<file path="config.mk">
export PLATFORM = sky130hd
export DESIGN_NAME = clk_freq_meter_flat
export DESIGN_NICKNAME = d
export VERILOG_FILES = /design/src/rtl/clk_freq_meter_if.sv /design/src/rtl/clk_freq_meter.sv /design/src/flat_wrapper.sv
export SDC_FILE = /design/constraint.sdc
export NUM_CORES = 1
export LEC_CHECK = 0
export BUFFER_PORTS_ARGS = -buffer_cell sky130_fd_sc_hd__buf_2
export CAP_MARGIN = 20
export CORE_MARGIN = 2
export CORE_UTILIZATION = 40
export CTS_CLUSTER_SIZE = 28
export DETAILED_ROUTE_END_ITERATION = 10
export PLACE_DENSITY = 0.66
export SKIP_CTS_REPAIR_TIMING = 1
export SLEW_MARGIN = 20
export SYNTH_ARGS = -nofsm -noshare
export SYNTH_HDL_FRONTEND = slang
export SYNTH_SLANG_ARGS = --single-unit
</file>
<file path="constraint.sdc">
create_clock -name clk_in -period 4 [get_ports clk_in]
set_input_delay 0.8 -clock clk_in [delete_from_list [all_inputs] [get_ports clk_in]]
set_output_delay 0.8 -clock clk_in [all_outputs]
set_load 0.02 [all_outputs]
</file>
<file path="src/rtl/clk_freq_meter_if.sv">
// Control/result bundle for clk_freq_meter.
// cnt_min/cnt_max exist only when MEAS_MINMAX_EN is defined.
interface clk_freq_meter_if #(
  parameter int CNT_W = 32
) ();
  logic             start;
  logic             continuous;
  logic             busy;
  logic [CNT_W-1:0] count_out;
  logic             valid;
  logic             overflow;
`ifdef MEAS_MINMAX_EN
  logic [CNT_W-1:0] cnt_min;
  logic [CNT_W-1:0] cnt_max;

  modport master (output start, continuous,
                  input  busy, count_out, valid, overflow, cnt_min, cnt_max);
  modport slave  (input  start, continuous,
                  output busy, count_out, valid, overflow, cnt_min, cnt_max);
`else
  modport master (output start, continuous,
                  input  busy, count_out, valid, overflow);
  modport slave  (input  start, continuous,
                  output busy, count_out, valid, overflow);
`endif
endinterface

</file>
<file path="src/rtl/clk_freq_meter.sv">
// Gated frequency meter: counts sig_in rising edges over GATE_CYCLES clk_in cycles.
// Define MEAS_MINMAX_EN to add running cnt_min/cnt_max of the reported counts.
module clk_freq_meter #(
  parameter int GATE_CYCLES = 1_000_000,
  parameter int CNT_W       = 32,
  parameter int SYNC_STAGES = 2
) (
  input  logic            clk_in,
  input  logic            rst_n,
  input  logic            sig_in,
  clk_freq_meter_if.slave meas
);

  localparam int               GW        = (GATE_CYCLES > 1) ? $clog2(GATE_CYCLES) : 1;
  localparam logic [GW-1:0]    GATE_LAST = GW'(GATE_CYCLES - 1);
  localparam logic [CNT_W-1:0] CNT_MAX   = '1;

  typedef enum logic {IDLE = 1'b0, GATE = 1'b1} state_t;

  state_t                 state, state_nxt;
  logic [SYNC_STAGES-1:0] sync_p0;
  logic                   prev_p1;
  logic                   rise_p1;
  logic [GW-1:0]          gate_cnt;
  logic [CNT_W-1:0]       edge_cnt;
  logic [CNT_W-1:0]       edge_nxt;
  logic                   sat;
  logic                   sat_nxt;
  logic                   launch;
  logic                   win_end;
  logic                   restart;
  logic                   busy_c;
  logic                   valid_r;
  logic                   ovf_r;
  logic [CNT_W-1:0]       count_r;

  function automatic logic [CNT_W-1:0] sat_inc(input logic [CNT_W-1:0] v, input logic inc);
    if (inc && (v != CNT_MAX)) return v + 1'b1;
    return v;
  endfunction

  // Stage p0: synchronizer chain; stage p1: previous synchronized value for edge detect
  always_ff @(posedge clk_in or negedge rst_n) begin
    if (!rst_n) begin
      sync_p0 <= '0;
      prev_p1 <= 1'b0;
    end else begin
      sync_p0 <= {sync_p0[SYNC_STAGES-2:0], sig_in};
      prev_p1 <= sync_p0[SYNC_STAGES-1];
    end
  end

  assign rise_p1  = sync_p0[SYNC_STAGES-1] & ~prev_p1;
  assign launch   = (state == IDLE) && (meas.start || meas.continuous);
  assign win_end  = (state == GATE) && (gate_cnt == GATE_LAST);
  assign restart  = launch || (win_end && meas.continuous);
  assign edge_nxt = sat_inc(edge_cnt, rise_p1);
  assign sat_nxt  = sat || (edge_nxt == CNT_MAX);

  always_ff @(posedge clk_in or negedge rst_n) begin
    if (!rst_n) state <= IDLE;
    else        state <= state_nxt;
  end

  always_comb begin
    state_nxt = state;
    case (state)
      IDLE:    if (launch) state_nxt = GATE;
      GATE:    if (win_end && !meas.continuous) state_nxt = IDLE;
      default: state_nxt = IDLE;
    endcase
  end

  always_comb begin
    busy_c = 1'b0;
    if (state == GATE) busy_c = 1'b1;
  end

  // Window counters are always cleared on window entry, so they need no reset
  always_ff @(posedge clk_in) begin
    if (restart) begin
      gate_cnt <= '0;
      edge_cnt <= '0;
    end else if (state == GATE) begin
      gate_cnt <= gate_cnt + 1'b1;
      edge_cnt <= edge_nxt;
    end
  end

  always_ff @(posedge clk_in or negedge rst_n) begin
    if (!rst_n)              sat <= 1'b0;
    else if (restart)        sat <= 1'b0;
    else if (state == GATE)  sat <= sat_nxt;
  end

  // Result stage: includes a rise that lands in the last gate cycle
  always_ff @(posedge clk_in or negedge rst_n) begin
    if (!rst_n) begin
      valid_r <= 1'b0;
      count_r <= '0;
      ovf_r   <= 1'b0;
    end else begin
      valid_r <= win_end;
      if (win_end) begin
        count_r <= edge_nxt;
        ovf_r   <= sat_nxt;
      end
    end
  end

  assign meas.busy      = busy_c;
  assign meas.valid     = valid_r;
  assign meas.count_out = count_r;
  assign meas.overflow  = ovf_r;

`ifdef MEAS_MINMAX_EN
  logic             first;
  logic [CNT_W-1:0] min_r;
  logic [CNT_W-1:0] max_r;

  // A start from IDLE re-arms tracking so the next result seeds both extremes
  always_ff @(posedge clk_in or negedge rst_n) begin
    if (!rst_n) begin
      first <= 1'b1;
      min_r <= '0;
      max_r <= '0;
    end else if (launch && meas.start) begin
      first <= 1'b1;
    end else if (win_end) begin
      first <= 1'b0;
      if (first || (edge_nxt < min_r)) min_r <= edge_nxt;
      if (first || (edge_nxt > max_r)) max_r <= edge_nxt;
    end
  end

  assign meas.cnt_min = min_r;
  assign meas.cnt_max = max_r;
`endif

endmodule

</file>
<file path="src/flat_wrapper.sv">
// flat-port wrapper written by rule: the top's interface ports become plain ports
module clk_freq_meter_flat 
#(
  parameter int GATE_CYCLES = 1_000_000,
  parameter int CNT_W       = 32,
  parameter int SYNC_STAGES = 2
)
  (clk_in, rst_n, sig_in, meas_start, meas_continuous, meas_busy, meas_count_out, meas_valid, meas_overflow);
  clk_freq_meter_if #(.CNT_W(CNT_W)) meas_i ();
  input  logic clk_in;
  input  logic rst_n;
  input  logic sig_in;
  input wire logic [$bits(meas_i.start)-1:0] meas_start;
  input wire logic [$bits(meas_i.continuous)-1:0] meas_continuous;
  output wire logic [$bits(meas_i.busy)-1:0] meas_busy;
  output wire logic [$bits(meas_i.count_out)-1:0] meas_count_out;
  output wire logic [$bits(meas_i.valid)-1:0] meas_valid;
  output wire logic [$bits(meas_i.overflow)-1:0] meas_overflow;
  assign meas_i.start = meas_start;
  assign meas_i.continuous = meas_continuous;
  assign meas_busy = meas_i.busy;
  assign meas_count_out = meas_i.count_out;
  assign meas_valid = meas_i.valid;
  assign meas_overflow = meas_i.overflow;
  clk_freq_meter #(.GATE_CYCLES(GATE_CYCLES), .CNT_W(CNT_W), .SYNC_STAGES(SYNC_STAGES)) u_core (.clk_in(clk_in), .rst_n(rst_n), .sig_in(sig_in), .meas(meas_i));
endmodule
</file>
==> impl_metrics.csv, run 1 <==
group,metric,value,unit
synthesis,synth_area,4590,µm²
outcome,outcome,"completed",
worst_setup_path,reg_to_reg_startpoint,"u_core.edge_cnt[0]",
synthesis,mappedNetlistNets,536,
die,coreArea,11300,µm²
clock_network,clock_sinks,91,
synthesis,post-synth-top-area-fraction,22.7,%
worst_setup_path,cp_data_arrival_time,3.80,ns
worst_setup_path,rrSetupSlack,0.48,ns
drt,totalWireLength,10.6,mm
power_and_ir_drop,power.density_cell_area,449,nW/µm²
sta,timing_max_transition_violations_final,0,
sta,min_period_over_period,87.9,%
synthesis,synth-edff-count,0,
sta,tightestPinTransition,0.909,ns
drt,drtAntennaViolNets,0,
sta,post_layout_min_period,3.52,ns
worst_setup_path,crit_buf_inv,0,
worst_setup_path,critPathLaunchType,"register",
sta,finalHoldViolCount,0,
sta,totalNegativeSetupSlack,0,ns
synthesis,synthesized_flop_and_latch_total,91,
synthesis,synthesis.instances,529,
grt,antenna_found_initial,0,
layout,syn2layout_area_growth,14.2,%
worst_setup_path,r2r_cells,9,
power_and_ir_drop,irDropWorstVdd,0.221,mV
placement,gp_routability_congestion,0.913,
power_and_ir_drop,power.static_leakage,2.23,nW
clock_network,tritoncts,"built",
drt,drc_violation_count_after_routing,0,
worst_hold_path,min_from,"u_core.sync_p0[0]",
sta,fin_skew,0.00567,ns
placement,count_of_placed_standard_cells_including_taps,686,
worst_setup_path,cp_slowest_cell,"or4_4",
worst_setup_path,required,4.28,ns
clock_network,cts_htree_levels,3,
placement,portBuffers,39,
clock_network,clk_transition_reported_paths,0.07,ns
worst_setup_path,timing.critical_path.mode_cell,"or4_4",
grt,groute.layer.met3.usage,5.25,%
synthesis,average_instance_area_after_synthesis,8.68,µm²
grt,grt_use_met2,26.5,%
synthesis,post_synth_num_cell_types,55,
worst_setup_path,worst_setup_path_end_kind,"register",
clock_network,cts_buffers,9,
drt,vias_per_cell,5.33,
worst_setup_path,r2r-end,"u_core.meas.overflow",
layout,final_cell_count_no_fill,702,
worst_setup_path,slowest_delay,0.60,ns
die,die_w,111,µm
layout,fillerInstances,1116,
die,floorplan.die_area,12400,µm²
die,initial_utilization,40.6,%
worst_hold_path,whs_endpoint,"u_core.sync_p0[1]",
worst_setup_path,cp_top_family,"simple AND/OR/NAND/NOR gates",
clock_network,worstSkewPairLatency,0.36,ns
worst_setup_path,worstPathCellList,"ha_1 -> nand4_4 -> or4_4 -> a21oi_2 -> nor3b_2 -> xnor2_1 -> or4_1 -> or4_4 -> a31oi_1",
drt,drt-initial-drc-count,209,
sta,highest_clock_rate,0.284,GHz
grt,met1_usage_grt,24.5,%
sta,grt_setup_unrepaired,"no",
layout,layout-drive-gt1-share,14.7,%
sta,slew_headroom,39.4,%
drt,avgRoutedWirePerCell,15.0,µm
worst_setup_path,criticalPathCategory,"register to register",
run,max-cap-violations,0,
placement,half_perimeter_wire_length_after_placement,7.35,mm
die,io-pin-count,40,
worst_setup_path,timing.critical_path.fanout_max,7,
die,row_count,39,
drt,drt_first_pass_iters,4,
worst_hold_path,hold_depth,0,
clock_network,clock-root-buffer,"clkbuf_16",
synthesis,synthArstFlopShare,42.9,%
clock_network,max-clock-path-buffers,2,
sta,setup-violations-final,0,
synthesis,yosysWarningCount,0,
grt,grt_overall_usage,17.6,%
sta,finalHoldWorstSlack,0.355,ns
synthesis,synth.yosys.seq_area_share,43.9,%
layout,nets,561,
layout,antennaDiodeCount,0,
grt,grt-busiest-layer,"met2",
grt,grt_first_pass_wirelength,17.6,mm
worst_hold_path,hp-class,"register to register",
synthesis,synth_flop_cell,"dfxtp_1",
grt,grt_start_max_net_pins,65,
drt,num_vias,3742,
synthesis,leading_post_synthesis_cells_by_cell_area,"dfxtp_1, dfrtp_1, nor2_1, xor2_1, xnor2_1",
die,die_h,111,µm
synthesis,synth_top_cell_by_area,"dfxtp_1",
grt,grt-ovfl-total,0,
grt,grt_pass1_vias,3542,
-- power by group --
part           internal, mW  switching, mW  total [mW]
logic                 0.147          0.170       0.317
registers              1.01          0.139        1.15
clock network         0.497          0.387       0.884
-- registers in the layout, indices dropped and copies added (netlist names) --
signal / flops
u_core.edge_cnt: 32
u_core.gate_cnt: 20
u_core.meas.count_out: 32
u_core.meas.overflow: 1
u_core.meas.valid: 1
u_core.prev_p1: 1
u_core.sat: 1
u_core.state: 1
u_core.sync_p0: 2
-- per-stage QoR --
stage	area (µm²)	power, mW	setup slack, ns	utilization, %
after global routing	5240	2.48	0.320	46.3
after CTS	5240	2.38	0.496	46.3
final	5240	2.35	0.482	46.3
after global placement	4910	1.46	0.669	43.3
after floorplan	4590	1.41	0.854	-
after detailed placement	4930	1.49	0.520	43.6
-- cell families (layout without fill, tap and decap cells) --
| group | Yosys count | after routing | share of synthesized area [%] |
|---|---|---|---|
| flip-flops | 91 | 91 | 43.9 |
| buffers and inverters | 43 | 73 | 3.79 |
| adder cells (fa/ha/maj) | 2 | 2 | 0.545 |
| multiplexers | 8 | 8 | 1.88 |
| AND/OR/NAND/NOR | 252 | 252 | 27.6 |
| XOR/XNOR | 76 | 76 | 14.5 |
| AO/OA/AOI/OAI | 57 | 57 | 7.74 |
-- Yosys cell counts (5+ instances only) --
cell type / number
nand3_1: 25
mux2_2: 5
xor2_1: 43
buf_2: 7
nor2_1: 102
a21oi_1: 28
dfrtp_1: 39
nand4_1: 20
and4_1: 7
nor4_1: 6
dfxtp_1: 52
and3_1: 13
clkbuf_1: 27
xnor2_1: 33
inv_1: 8
nor3_1: 6
and2_1: 8
nand2_1: 44
o21ai_0: 6
-- worst max path at each step --
stage | start | slack (ns) | end | cells past startpoint
6_report | u_core.edge_cnt[0] | 0.48 | u_core.meas.overflow | 9
5_1_grt | u_core.edge_cnt[0] | 0.32 | u_core.meas.overflow | 9
4_1_cts | u_core.edge_cnt[0] | 0.50 | u_core.meas.overflow | 9
3_5_place_dp | u_core.edge_cnt[0] | 0.52 | u_core.meas.overflow | 9
3_3_place_gp | u_core.edge_cnt[0] | 0.67 | u_core.meas.overflow | 9
2_1_floorplan | u_core.edge_cnt[0] | 0.85 | u_core.meas.overflow | 9
-- final cells by class --
cell class              count  area [µm²]  area share [%]
clock inverters             7        83.8            1.60
multi-input cells         395        2420            46.1
inverters                   8        30.0           0.573
clock buffers               9         225            4.29
well taps                 143         179            3.41
repair buffers             49         290            5.54
flip-flops and latches     91        2020            38.5
-- metal layers --
metal / part of all wire, % / wire, µm
met5: 0 / 0
met3: 4.7 / 495
met1: 48 / 5050
met4: 1.3 / 142
met2: 46 / 4860
-- layout by cell type, fill, tap and decap left out, types with 3 or more instances in the layout --
master	n
xor2_1	43
xnor2_1	33
and4_1	7
clkbuf_16	9
nor4_1	5
mux2_2	5
o211ai_1	4
dfxtp_1	52
nor3_1	6
and2_1	8
mux2i_1	3
nand3_1	25
nand2_1	44
o21ai_0	6
and3_1	13
nor2_1	102
buf_4	9
nand4_1	20
a21oi_1	28
dfrtp_1	39
buf_2	39
inv_1	8
No activity file was read; power rests on OpenSTA's default activity.
==> inputs of run 2 (changes only) <==
SETUP_SLACK_MARGIN = 0.5   (was not set)
==> impl_metrics.csv, run 2 (synthesized netlist as in run 1, its figures left out) <==
group,metric,value,unit
worst_setup_path,slowest_delay,0.62,ns
power_and_ir_drop,power.switching_fraction,29.6,%
worst_hold_path,hp-class,"register to register",
worst_setup_path,worstPathCellList,"ha_4 -> nand4_4 -> or4_4 -> a21oi_4 -> nor3b_2 -> xnor2_1 -> or4_1 -> or4_4 -> a31oi_1",
power_and_ir_drop,p_int,1.67,mW
drt,avgRoutedWirePerCell,15.0,µm
drt,drtAntennaViolNets,0,
sta,min_period_over_period,82.5,%
layout,final_common_cell,"nor2_1",
grt,grt_first_pass_wirelength,17.6,mm
placement,half_perimeter_wire_length_after_placement,7.35,mm
grt,grt_pass1_vias,3542,
grt,grt_overall_usage,17.6,%
worst_setup_path,required,4.27,ns
clock_network,clock-root-buffer,"clkbuf_16",
grt,grt-ovfl-total,0,
placement,gp_routability_congestion,0.913,
sta,setup-violations-final,0,
drt,num_vias,3791,
die,floorplan.die_area,12400,µm²
sta,finalHoldWorstSlack,0.355,ns
sta,fin_skew,0.0102,ns
sta,slew_headroom,39.4,%
sta,finalHoldViolCount,0,
layout,final_cell_count_no_fill,709,
drt,drt-initial-drc-count,219,
die,coreArea,11300,µm²
layout,layout.cells.most_common_list,"nor2_1, dfxtp_1, nand2_1, xor2_1",
worst_setup_path,worst_setup_path_end_kind,"register",
layout,antennaDiodeCount,0,
clock_network,clock_sinks,91,
clock_network,cts_buffers,9,
sta,tightestPinTransition,0.909,ns
die,io-pin-count,40,
die,die_w,111,µm
power_and_ir_drop,netSwitchingPower,0.703,mW
drt,drc_violation_count_after_routing,0,
layout,syn2layout_area_growth,16.1,%
outcome,outcome,"completed",
worst_setup_path,crit_buf_inv,0,
worst_setup_path,cp_slowest_cell,"or4_4",
sta,post_layout_min_period,3.30,ns
power_and_ir_drop,power.density_cell_area,446,nW/µm²
clock_network,cts_htree_levels,3,
power_and_ir_drop,irDropWorstVdd,0.223,mV
worst_setup_path,critPathLaunchType,"register",
sta,timing_max_transition_violations_final,0,
placement,count_of_placed_standard_cells_including_taps,686,
sta,totalNegativeSetupSlack,0,ns
worst_setup_path,cp_top_family,"simple AND/OR/NAND/NOR gates",
die,initial_utilization,40.6,%
power_and_ir_drop,power.sequential.fraction,48.8,%
placement,portBuffers,39,
worst_setup_path,cp_data_arrival_time,3.57,ns
drt,totalWireLength,10.6,mm
power_and_ir_drop,pwr-share-clk,36.9,%
worst_setup_path,timing.critical_path.fanout_max,7,
worst_setup_path,criticalPathCategory,"register to register",
sta,grt_setup_unrepaired,"no",
power_and_ir_drop,power.static_leakage,2.28,nW
clock_network,clk_transition_reported_paths,0.07,ns
layout,layout-drive-gt1-share,16.3,%
die,die_h,111,µm
layout,nets,568,
die,row_count,39,
power_and_ir_drop,combPwrFrac,14.2,%
drt,vias_per_cell,5.35,
grt,antenna_found_initial,0,
clock_network,max-clock-path-buffers,2,
grt,grt_start_max_net_pins,65,
clock_network,worstSkewPairLatency,0.35,ns
worst_setup_path,timing.critical_path.mode_cell,"or4_4",
run,max-cap-violations,0,
sta,highest_clock_rate,0.303,GHz
drt,drt_first_pass_iters,4,
clock_network,tritoncts,"built",
[run 2: cell types whose count changed in the layout (fill, tap and decap cells not counted)]
cell / before / now
ha_1: 2 / 1
nor4_2: 2 / 1
ha_4: 0 / 1
dfxtp_1: 52 / 51
a21oi_2: 1 / 0
nand3_2: 0 / 1
buf_4: 9 / 16
nor4_4: 1 / 2
a21oi_4: 0 / 1
nand3_1: 25 / 24
dfxtp_2: 0 / 1
[run 2: cell type report]
cell class / instances / area, µm²
inverters: 8 / 30.0
flip-flops and latches: 91 / 2020
clock inverters: 7 / 83.8
multi-input cells: 395 / 2450
repair buffers: 56 / 343
well taps: 143 / 179
fillers: 1108 / 5990
clock buffers: 9 / 225
[run 2: metrics by stage]
step,util [%],power [mW],cell area [µm²],setup WS (ns)
2_1_floorplan,-,1.41,4590,0.854
3_3_place_gp,43.3,1.46,4910,0.669
3_5_place_dp,43.6,1.49,4930,0.520
4_1_cts,46.3,2.38,5240,0.496
5_1_grt,47.1,2.51,5330,0.534
6_report,47.1,2.38,5330,0.700
[run 2: per-layer routing]
| metal | wire length, µm | part of all wire (%) | GRT usage, % | vias to the layer above |
|---|---|---|---|---|
| li1 | - | - | - | 1872 |
| met1 | 5080 | 48 | 24.5 | 1835 |
| met2 | 5030 | 47 | 26.5 | 78 |
| met3 | 460 | 4.3 | 5.25 | 6 |
| met4 | 71 | 0.67 | 5.35 | 0 |
| met5 | 0 | 0 | 0 | - |
[run 2: path summary, 6_finish.rpt]
kind	from	endpoint	slack, ns	cells after the start
worst min register to register	u_core.sync_p0[0]	u_core.sync_p0[1]	0.35	0
worst max register to register	u_core.edge_cnt[1]	u_core.meas.overflow	0.70	9
max in group asynchronous	rst_n	u_core.meas.overflow	2.85	1
worst max-delay path	u_core.edge_cnt[1]	u_core.meas.overflow	0.70	9
worst min-delay path	u_core.sync_p0[0]	u_core.sync_p0[1]	0.35	0
min in group asynchronous	rst_n	u_core.meas.count_out[6]	0.57	1
[run 2: power groups by stage]
| stage | sequential, mW | clock (mW) | combinational [mW] |
|---|---|---|---|
| CTS | 1.15 | 0.912 | 0.321 |
| global placement | 1.16 | 0 | 0.304 |
| finish | 1.16 | 0.877 | 0.339 |
| floorplan | 1.09 | 0 | 0.313 |
| global route | 1.18 | 0.950 | 0.381 |
| detailed placement | 1.17 | 0 | 0.318 |
==> inputs of run 3 (changes only) <==
PLACE_DENSITY = 0.68   (was 0.66)
clock period = 2.9 ns   (was 4 ns; I/O delays follow)
==> impl_metrics.csv, run 3 (synthesized netlist as in run 1, its figures left out) <==
group,metric,value,unit
layout,seq_area,2020,µm²
outcome,outcome,"finished with violations",
clock_network,clk_transition_reported_paths,0.07,ns
clock_network,cts_buffers,9,
worst_setup_path,worst_setup_path_end_kind,"register",
grt,grt_first_pass_wirelength,19.4,mm
drt,num_vias,3990,
die,die_w,111,µm
layout,final_common_cell,"nor2_1",
drt,drt-initial-drc-count,226,
die,initial_utilization,40.6,%
layout,multi_input_area,2510,µm²
layout,syn2layout_area_growth,26.5,%
worst_setup_path,cp_slowest_cell,"or4_4",
worst_setup_path,slowest_delay,0.57,ns
power_and_ir_drop,pwr-share-clk,35.2,%
worst_setup_path,critPathLaunchType,"register",
sta,setup-violations-final,2,
worst_hold_path,hp-class,"input pin to register",
sta,postLayoutSetupSlackWorst,-0.0191,ns
drt,vias_per_cell,5.23,
worst_setup_path,required,3.19,ns
power_and_ir_drop,design_power_total,3.43,mW
sta,grt_setup_unrepaired,"yes",
outcome,violations,"negative setup slack",
clock_network,tritoncts,"built",
die,die_h,111,µm
layout,finish.utilization,51.3,%
sta,tightestPinTransition,1.05,ns
grt,antenna_found_initial,0,
layout,layout-drive-gt1-share,25.5,%
worst_setup_path,timing.critical_path.mode_cell,"or4_4",
layout,antennaDiodeCount,0,
sta,fin_skew,0.0103,ns
die,io-pin-count,40,
drt,avgRoutedWirePerCell,15.3,µm
drt,totalWireLength,11.7,mm
worst_setup_path,cp_top_family,"simple AND/OR/NAND/NOR gates",
grt,grt_pass1_vias,3859,
power_and_ir_drop,power.static_leakage,2.57,nW
worst_setup_path,cp_data_arrival_time,3.21,ns
clock_network,max-clock-path-buffers,2,
worst_setup_path,worstPathCellList,"ha_4 -> nand4_4 -> or4_4 -> a211oi_2 -> and2b_2 -> xnor2_2 -> or4_4 -> or4_4 -> a21oi_1",
sta,highest_clock_rate,0.343,GHz
worst_setup_path,crit_buf_inv,0,
grt,grt_start_max_net_pins,65,
power_and_ir_drop,irDropWorstVdd,0.357,mV
run,max-cap-violations,0,
power_and_ir_drop,power.sequential.fraction,44.4,%
sta,totalNegativeSetupSlack,-0.0243,ns
placement,gp_routability_congestion,0.920,
power_and_ir_drop,power.density_cell_area,591,nW/µm²
clock_network,cts_htree_levels,3,
grt,grt_overall_usage,19.7,%
die,coreArea,11300,µm²
power_and_ir_drop,p_int,2.41,mW
die,floorplan.die_area,12400,µm²
layout,nets,622,
sta,slew_headroom,29.9,%
clock_network,clock-root-buffer,"clkbuf_16",
die,row_count,39,
power_and_ir_drop,netSwitchingPower,1.02,mW
clock_network,worstSkewPairLatency,0.36,ns
layout,fillerInstances,1075,
placement,count_of_placed_standard_cells_including_taps,743,
placement,half_perimeter_wire_length_after_placement,8.43,mm
grt,grt-ovfl-total,0,
sta,post_layout_min_period,2.92,ns
clock_network,clock_sinks,91,
power_and_ir_drop,power.switching_fraction,29.7,%
layout,final_cell_count_no_fill,763,
layout,layout.cells.most_common_list,"nor2_1, buf_4, dfxtp_1, nand2_1, xor2_1",
worst_setup_path,timing.critical_path.fanout_max,4,
worst_setup_path,criticalPathCategory,"register to register",
sta,finalHoldViolCount,0,
drt,drc_violation_count_after_routing,0,
power_and_ir_drop,combPwrFrac,20.4,%
sta,min_period_over_period,101,%
drt,drtAntennaViolNets,0,
drt,drt_first_pass_iters,4,
sta,timing_max_transition_violations_final,0,
placement,portBuffers,39,
-- run 3: changes by cell type in the layout (fill, tap and decap cells not counted), moves of 2 or more --
| cell | before | now |
|---|---|---|
| and3_1 | 13 | 10 |
| and3_2 | 0 | 2 |
| buf_12 | 0 | 2 |
| buf_4 | 16 | 67 |
| buf_6 | 0 | 2 |
| dfxtp_4 | 0 | 2 |
| nor4_1 | 5 | 2 |
| nor4_2 | 1 | 3 |
-- run 3: final cells by class --
class                   instances  share of cell area, %
multi-input cells             395                   43.1
flip-flops and latches         91                   34.8
repair buffers                110                   13.1
clock buffers                  11                   4.54
well taps                     143                   3.08
clock inverters                 5                  0.797
inverters                       8                  0.517
-- run 3: metrics by stage --
| stage | area [µm²] | setup WS [ns] | hold slack [ns] |
|---|---|---|---|
| after global placement | 5410 | -0.0780 | 0.377 |
| after floorplan | 4640 | 0.0182 | 0.284 |
| after detailed placement | 5410 | -0.143 | 0.377 |
| after global routing | 5810 | -0.120 | 0.310 |
| final | 5810 | -0.0191 | 0.325 |
| after CTS | 5720 | -0.147 | 0.312 |
-- run 3: worst reg2reg max path, stage by stage, from the launching register on --
cell and delay [ns]:
dfxtp_4 0.36, ha_4 0.14, nand4_4 0.10, or4_4 0.57, a211oi_2 0.19, and2b_2 0.22
xnor2_2 0.08, or4_4 0.51, or4_4 0.53, a21oi_1 0.15
-- run 3: path summary, 6_finish.rpt --
| check | cells after the start | to | slack [ns] | startpoint |
|---|---|---|---|---|
| setup / recovery | 9 | u_core.sat | -0.02 | u_core.edge_cnt[0] |
| hold / removal | 1 | u_core.sync_p0[0] | 0.33 | sig_in |
| setup reg to reg | 9 | u_core.sat | -0.02 | u_core.edge_cnt[0] |
| hold reg to reg | 0 | u_core.sync_p0[1] | 0.39 | u_core.sync_p0[0] |
| max in group asynchronous | 1 | u_core.meas.count_out[0] | 1.98 | rst_n |
| min in group asynchronous | 1 | u_core.meas.count_out[21] | 0.35 | rst_n |
-- run 3: routing by layer --
| layer | up-vias | GRT usage [%] | share of wire (%) |
|---|---|---|---|
| met5 | - | 0 | 0 |
| met4 | 0 | 5.10 | 0.80 |
| met1 | 1920 | 26.9 | 47 |
| li1 | 1979 | - | - |
| met2 | 82 | 31.0 | 47 |
| met3 | 9 | 5.36 | 5.5 |
-- run 3: power by group through the flow --
stage | Combinational (mW) | Sequential (mW) | Clock (mW)
floorplan | 0.449 | 1.53 | 0
finish | 0.700 | 1.52 | 1.21
detailed placement | 0.687 | 1.55 | 0
CTS | 0.694 | 1.52 | 1.24
global placement | 0.661 | 1.54 | 0
global route | 0.783 | 1.54 | 1.30
